[src/rtl/sramx_multi_pkg.sv]
// Shared types and constants for the multi-port SRAM merger.
package sramx_multi_pkg;
    localparam int MAX_CH  = 8;
    localparam int CH_ID_W = 3;

    // Sized for the largest supported channel count so every instance shares one tag type.
    typedef logic [CH_ID_W-1:0] ch_id_t;

    typedef struct packed {
        logic   valid;
        ch_id_t ch_id;
    } resp_tag_t;

    localparam logic [31:0] KSEG01_MASK = 32'h1FFF_FFFF;
    localparam logic [1:0]  KSEG01_TAG  = 2'b10;

    function automatic logic [31:0] kseg_xlate(input logic [31:0] va);
        return (va[31:30] == KSEG01_TAG) ? (va & KSEG01_MASK) : va;
    endfunction
endpackage

[src/rtl/sramx_multi_port_rr_arbiter.sv]
// Round-robin arbiter: one grant per cycle, search starts at rr_ptr.
module rr_arbiter
    import sramx_multi_pkg::*;
#(
    parameter  int N   = 2,
    localparam int IDW = (N > 1) ? $clog2(N) : 1
) (
    input  logic           clk,
    input  logic           reset,
    input  logic [N-1:0]   req,
    output logic [N-1:0]   gnt,
    output logic [IDW-1:0] gnt_id
);
    logic [IDW-1:0] rr_ptr;
    logic [IDW:0]   idx;
    logic           any_gnt;

    // Extra bit on idx lets ptr+i exceed N-1 before the modulo fold.
    always_comb begin
        gnt     = '0;
        gnt_id  = '0;
        any_gnt = 1'b0;
        idx     = '0;
        for (int i = 0; i < N; i++) begin
            idx = {1'b0, rr_ptr} + (IDW+1)'(i);
            if (idx >= (IDW+1)'(N)) idx = idx - (IDW+1)'(N);
            if (!any_gnt && !reset && req[idx[IDW-1:0]]) begin
                any_gnt                = 1'b1;
                gnt[idx[IDW-1:0]]      = 1'b1;
                gnt_id                 = idx[IDW-1:0];
            end
        end
    end

    always_ff @(posedge clk) begin
        if (reset)
            rr_ptr <= '0;
        else if (any_gnt)
            rr_ptr <= (gnt_id == IDW'(N-1)) ? '0 : gnt_id + IDW'(1);
    end
endmodule

[src/rtl/sramx_multi_port.sv]
// Merges NUM_CH SRAM-style requesters onto one shared SRAM port with
// round-robin arbitration and a fixed-latency, in-order response path.
module sramx_multi_port
    import sramx_multi_pkg::*;
#(
    parameter int NUM_CH    = 2,
    parameter int ADDR_W    = 32,
    parameter int DATA_W    = 32,
    parameter int RD_LAT    = 1,
    parameter int TRANSLATE = 1
) (
    input  logic                              clk,
    input  logic                              reset,
    input  logic [NUM_CH-1:0]                 ch_valid,
    input  logic [NUM_CH-1:0][ADDR_W-1:0]     ch_addr,
    input  logic [NUM_CH-1:0][DATA_W/8-1:0]   ch_strobe,
    input  logic [NUM_CH-1:0][DATA_W-1:0]     ch_wdata,
    output logic [NUM_CH-1:0]                 ch_addr_ok,
    output logic [NUM_CH-1:0]                 ch_data_ok,
    output logic [DATA_W-1:0]                 ch_rdata,
    output logic                              sram_en,
    output logic [DATA_W/8-1:0]               sram_wen,
    output logic [ADDR_W-1:0]                 sram_addr,
    output logic [DATA_W-1:0]                 sram_wdata,
    input  logic [DATA_W-1:0]                 sram_rdata
);
    localparam int STRB_W = DATA_W / 8;
    localparam int IDW    = (NUM_CH > 1) ? $clog2(NUM_CH) : 1;

    logic [NUM_CH-1:0] gnt;
    logic [IDW-1:0]    gnt_id;
    logic              any_gnt;
    logic [ADDR_W-1:0] sel_addr;
    logic [ADDR_W-1:0] phys_addr;
    logic [STRB_W-1:0] sel_strb;
    logic [DATA_W-1:0] sel_wdata;
    resp_tag_t         tag_p [RD_LAT];
    resp_tag_t         tag_out;

    rr_arbiter #(.N(NUM_CH)) u_arb (
        .clk    (clk),
        .reset  (reset),
        .req    (ch_valid),
        .gnt    (gnt),
        .gnt_id (gnt_id)
    );

    assign any_gnt    = |gnt;
    assign ch_addr_ok = gnt;

    // One-hot AND-OR mux; with no grant everything collapses to zero.
    always_comb begin
        sel_addr  = '0;
        sel_strb  = '0;
        sel_wdata = '0;
        for (int i = 0; i < NUM_CH; i++) begin
            if (gnt[i]) begin
                sel_addr  = sel_addr  | ch_addr[i];
                sel_strb  = sel_strb  | ch_strobe[i];
                sel_wdata = sel_wdata | ch_wdata[i];
            end
        end
    end

    if (TRANSLATE != 0 && ADDR_W == 32) begin : g_xlate
        assign phys_addr = kseg_xlate(sel_addr);
    end else begin : g_pass
        assign phys_addr = sel_addr;
    end

    // Stage p0: SRAM request issued in the grant cycle.
    assign sram_en    = any_gnt;
    assign sram_wen   = sel_strb;
    assign sram_addr  = phys_addr;
    assign sram_wdata = sel_wdata;

    // Stages p1..pRD_LAT: response tags march alongside the SRAM read latency.
    always_ff @(posedge clk) begin
        tag_p[0].ch_id <= ch_id_t'(gnt_id);
        tag_p[0].valid <= reset ? 1'b0 : any_gnt;
        for (int i = 1; i < RD_LAT; i++) begin
            tag_p[i].ch_id <= tag_p[i-1].ch_id;
            tag_p[i].valid <= reset ? 1'b0 : tag_p[i-1].valid;
        end
    end

    assign tag_out = tag_p[RD_LAT-1];

    always_comb begin
        ch_data_ok = '0;
        if (!reset && tag_out.valid) begin
            for (int i = 0; i < NUM_CH; i++)
                ch_data_ok[i] = (tag_out.ch_id == ch_id_t'(i));
        end
    end

    assign ch_rdata = reset ? '0 : sram_rdata;
endmodule
[config.mk]
export PLATFORM = sky130hd
export DESIGN_NAME = sramx_multi_port
export DESIGN_NICKNAME = d
export VERILOG_FILES = /design/src/rtl/sramx_multi_pkg.sv /design/src/rtl/sramx_multi_port_rr_arbiter.sv /design/src/rtl/sramx_multi_port.sv
export SDC_FILE = /design/constraint.sdc
export NUM_CORES = 1
export LEC_CHECK = 0
export ABC_AREA = 1
export BUFFER_PORTS_ARGS = -buffer_cell sky130_fd_sc_hd__buf_2
export CORE_AREA = 2 2 107 109
export DETAILED_ROUTE_END_ITERATION = 7
export DIE_AREA = 0 0 109 111
export MAX_ROUTING_LAYER = met4
export SETUP_SLACK_MARGIN = 0.1
export SLEW_MARGIN = 20
export SYNTH_ARGS = -nofsm -noshare
export SYNTH_HDL_FRONTEND = slang
export SYNTH_SLANG_ARGS = --single-unit
[constraint.sdc]
create_clock -name clk -period 1.67 [get_ports clk]
set_input_delay 0.0835 -clock clk [delete_from_list [all_inputs] [get_ports clk]]
set_output_delay 0.0835 -clock clk [all_outputs]
set_load 0.05 [all_outputs]
==> results_dict.tcl <==
set metrics [dict create \
    pwr-share-seq_pct 4.5 \
    dpl.cell_count 719 \
    numCtsBuffers 3 \
    synth_top_cell_area_share_pct 57.3 \
    yosys_register_bits 3 \
    cp_cell_sequence "inv_1, nand2_2, nand2_4, clkinv_8, clkbuf_16, nand2_1, nand2_1, buf_4" \
    drv_cap 0 \
    first_pass_iters 4 \
    synth_cell_type_count 16 \
    final_layout_size_suffix_gt1_share_pct 51.5 \
    grt_overflow 0 \
    start_kind "flop" \
    p_per_area_mw_per_mm2 536 \
    tns_ns 0 \
    antenna_left 0 \
    slew_violations 0 \
    worst_pin_slew_ns 0.285 \
    ys_async_sr_fraction_pct 0 \
    p_switching_mw 0.953 \
    worstHoldPathType "primary input to flop" \
    die_y_microns 111 \
    syn_inst 313 \
    rsz0062_at_grt "false" \
    utilization_pct 30.4 \
    yosys_warnings 0 \
    cts_root_buf "clkbuf_16" \
    end_kind "primary output" \
    synthTopCellsByArea "nand2_1 57%, inv_1 11%, nor2_1 9.6%" \
    ys.flop_type "dfxtp_1" \
    instances_no_fill 728 \
    synth_area_sq_mm 0.00133 \
    p_clk_share_pct 21.0 \
    portBuffers 276 \
    drcViolationCount 0 \
    nets 758 \
    vias 2779 \
    switching_share_pct 52.8 \
    p_leak_nw 2.28 \
    yosysTopAreaCell "nand2_1" \
    initial_core_util_pct 12.0 \
    p_comb_share_pct 74.5 \
    via_per_inst 3.82 \
    grt_max_degree 41 \
    min_period_ns 1.50 \
    ys_top_cells_by_count "203 x nand2_1, 38 x inv_1, 34 x nor2_1" \
    slew_headroom_pct 81.0 \
    path_common_cell "nand2_1" \
    wl_per_cell_microns 11.7 \
    track_usage_pct 11.6 \
    clock.fmax_mhz 666 \
    synth_area_per_cell_sq_um 4.25 \
    skew_ns 0.00185 \
    clock_sinks 3 \
    design.die.area_sq_mm 0.0121 \
    synth_edf_count 0 \
    cp_max_fo 20 \
    io_pins 277 \
    clk_latency_ns 0.22 \
    wl_mm 8.52 \
    yosysMostFrequentCell "nand2_1" \
    grt_pass1_vias 2493 \
    num_rows 39 \
    clkTransAtPathRegs_ns 0.03 \
    grt_pass1_wl_mm 11.0 \
    ys_seq_area_share_pct 4.52 \
    dp.final_hpwl_mm 6.29 \
    routabilityCongestion 0.759 \
    insertedDiodeCount 0 \
    synth_fp_nets 485 \
    status "complete, no violations" \
    setup_viol 0 \
    peakVddDrop_v 0.000478 \
    p_total_mw 1.81 \
    crit_slowest_cell "dfxtp_2" \
    crit_type "flop to primary output" \
    drt_iter0_drc 155 \
    die_w_microns 109 \
    area_growth_pct 153 \
    fin_crit_sh_pct 89.9 \
    critPathRequiredTime_ns 1.59 \
    coreArea_sq_mm 0.0111 \
    slowest_delay_ns 0.34 \
    whs_ns 0.0973 \
    internal-power_mw 0.853 \
    nFillCells 1232 \
    cts_tree "built" \
    hold_violations 0 \
    antenna_found_initial 0 \
    clk_path_buf_depth 2 \
    arrival_ns 1.42 \
    htreeDepth 1 \
]
==> critical path, delay by kind of cell (launching register included) <==
family	cells	cell delay [ns]
buffers and inverters	4	0.53
AND/OR/NAND/NOR	4	0.31
flip-flops	1	0.34
==> area by class of cell <==
cell class / count / area, sq um / share of cell area [%]
well taps: 143 / 179 / 5.31
flip-flops and latches: 3 / 61.3 / 1.82
clock buffers: 4 / 78.8 / 2.34
inverters: 42 / 175 / 5.20
multi-input cells: 250 / 993 / 29.5
repair buffers: 286 / 1880 / 55.8
==> path summary, 6_finish.rpt <==
check	startpoint	end	slack, ns	cells after the start
worst max-delay path	u_arb.rr_ptr$_SDFFE_PP0P_	sram_addr[21]	0.17	8
worst min-delay path	ch_valid[1]	u_arb.rr_ptr$_SDFFE_PP0P_	0.1	2
worst max register to register	u_arb.rr_ptr$_SDFFE_PP0P_	tag_p[0][0]$_DFF_P_	0.82	5
worst min register to register	u_arb.rr_ptr$_SDFFE_PP0P_	u_arb.rr_ptr$_SDFFE_PP0P_	0.44	1
==> registers in the layout, summed over array words and instances, names as in the netlist <==
name,count
u_arb.rr_ptr,1
tag_p,2
==> layout by cell type (no fill, tap or decap), drive strengths merged <==
master,n
a21oi,2
buf,281
clkbuf,9
clkinv,2
dfxtp,3
inv,40
nand2,205
nand3,4
nand4,3
nor2,35
o21ai,1
==> logic make-up after synthesis <==
| group | share of synthesized area, % |
|---|---|
| compound gates | 1.13 |
| buf+inv | 22.4 |
| flops | 4.52 |
| simple gates | 72.0 |
==> power groups by stage <==
| stage | registers, mW | logic [mW] | clock network, mW |
|---|---|---|---|
| floorplan | 0.0808 | 0.794 | 0 |
| global placement | 0.0817 | 1.21 | 0 |
| finish | 0.0816 | 1.34 | 0.379 |
| detailed placement | 0.0818 | 1.21 | 0 |
| CTS | 0.0809 | 1.26 | 0.392 |
| global route | 0.0825 | 1.43 | 0.394 |
==> per-stage QoR <==
stage / area [sq um] / setup WS, ns
after CTS: 3110 / 0.0723
after global placement: 2910 / 0.294
final: 3370 / 0.168
after detailed placement: 2910 / 0.275
after global routing: 3370 / 0.0771
after floorplan: 1340 / 0.179
==> layer usage <==
metal / GRT usage [%] / share of wire [%]
met3: 1.06 / 9.2
met2: 24.6 / 54
met1: 10.9 / 37
met4: 1.79 / 0.12
met5: - / 0
==> what timing repair did <==
action / CTS / global route
hold endpoints to repair: 0 / 0
endpoints found under the setup margin: 54 / 65
setup buffers: 0 / 1
cloned: 0 / 4
hold buffers: 0 / 0
gates resized for setup: 50 / 56
No activity file was read; power rests on OpenSTA's default activity.
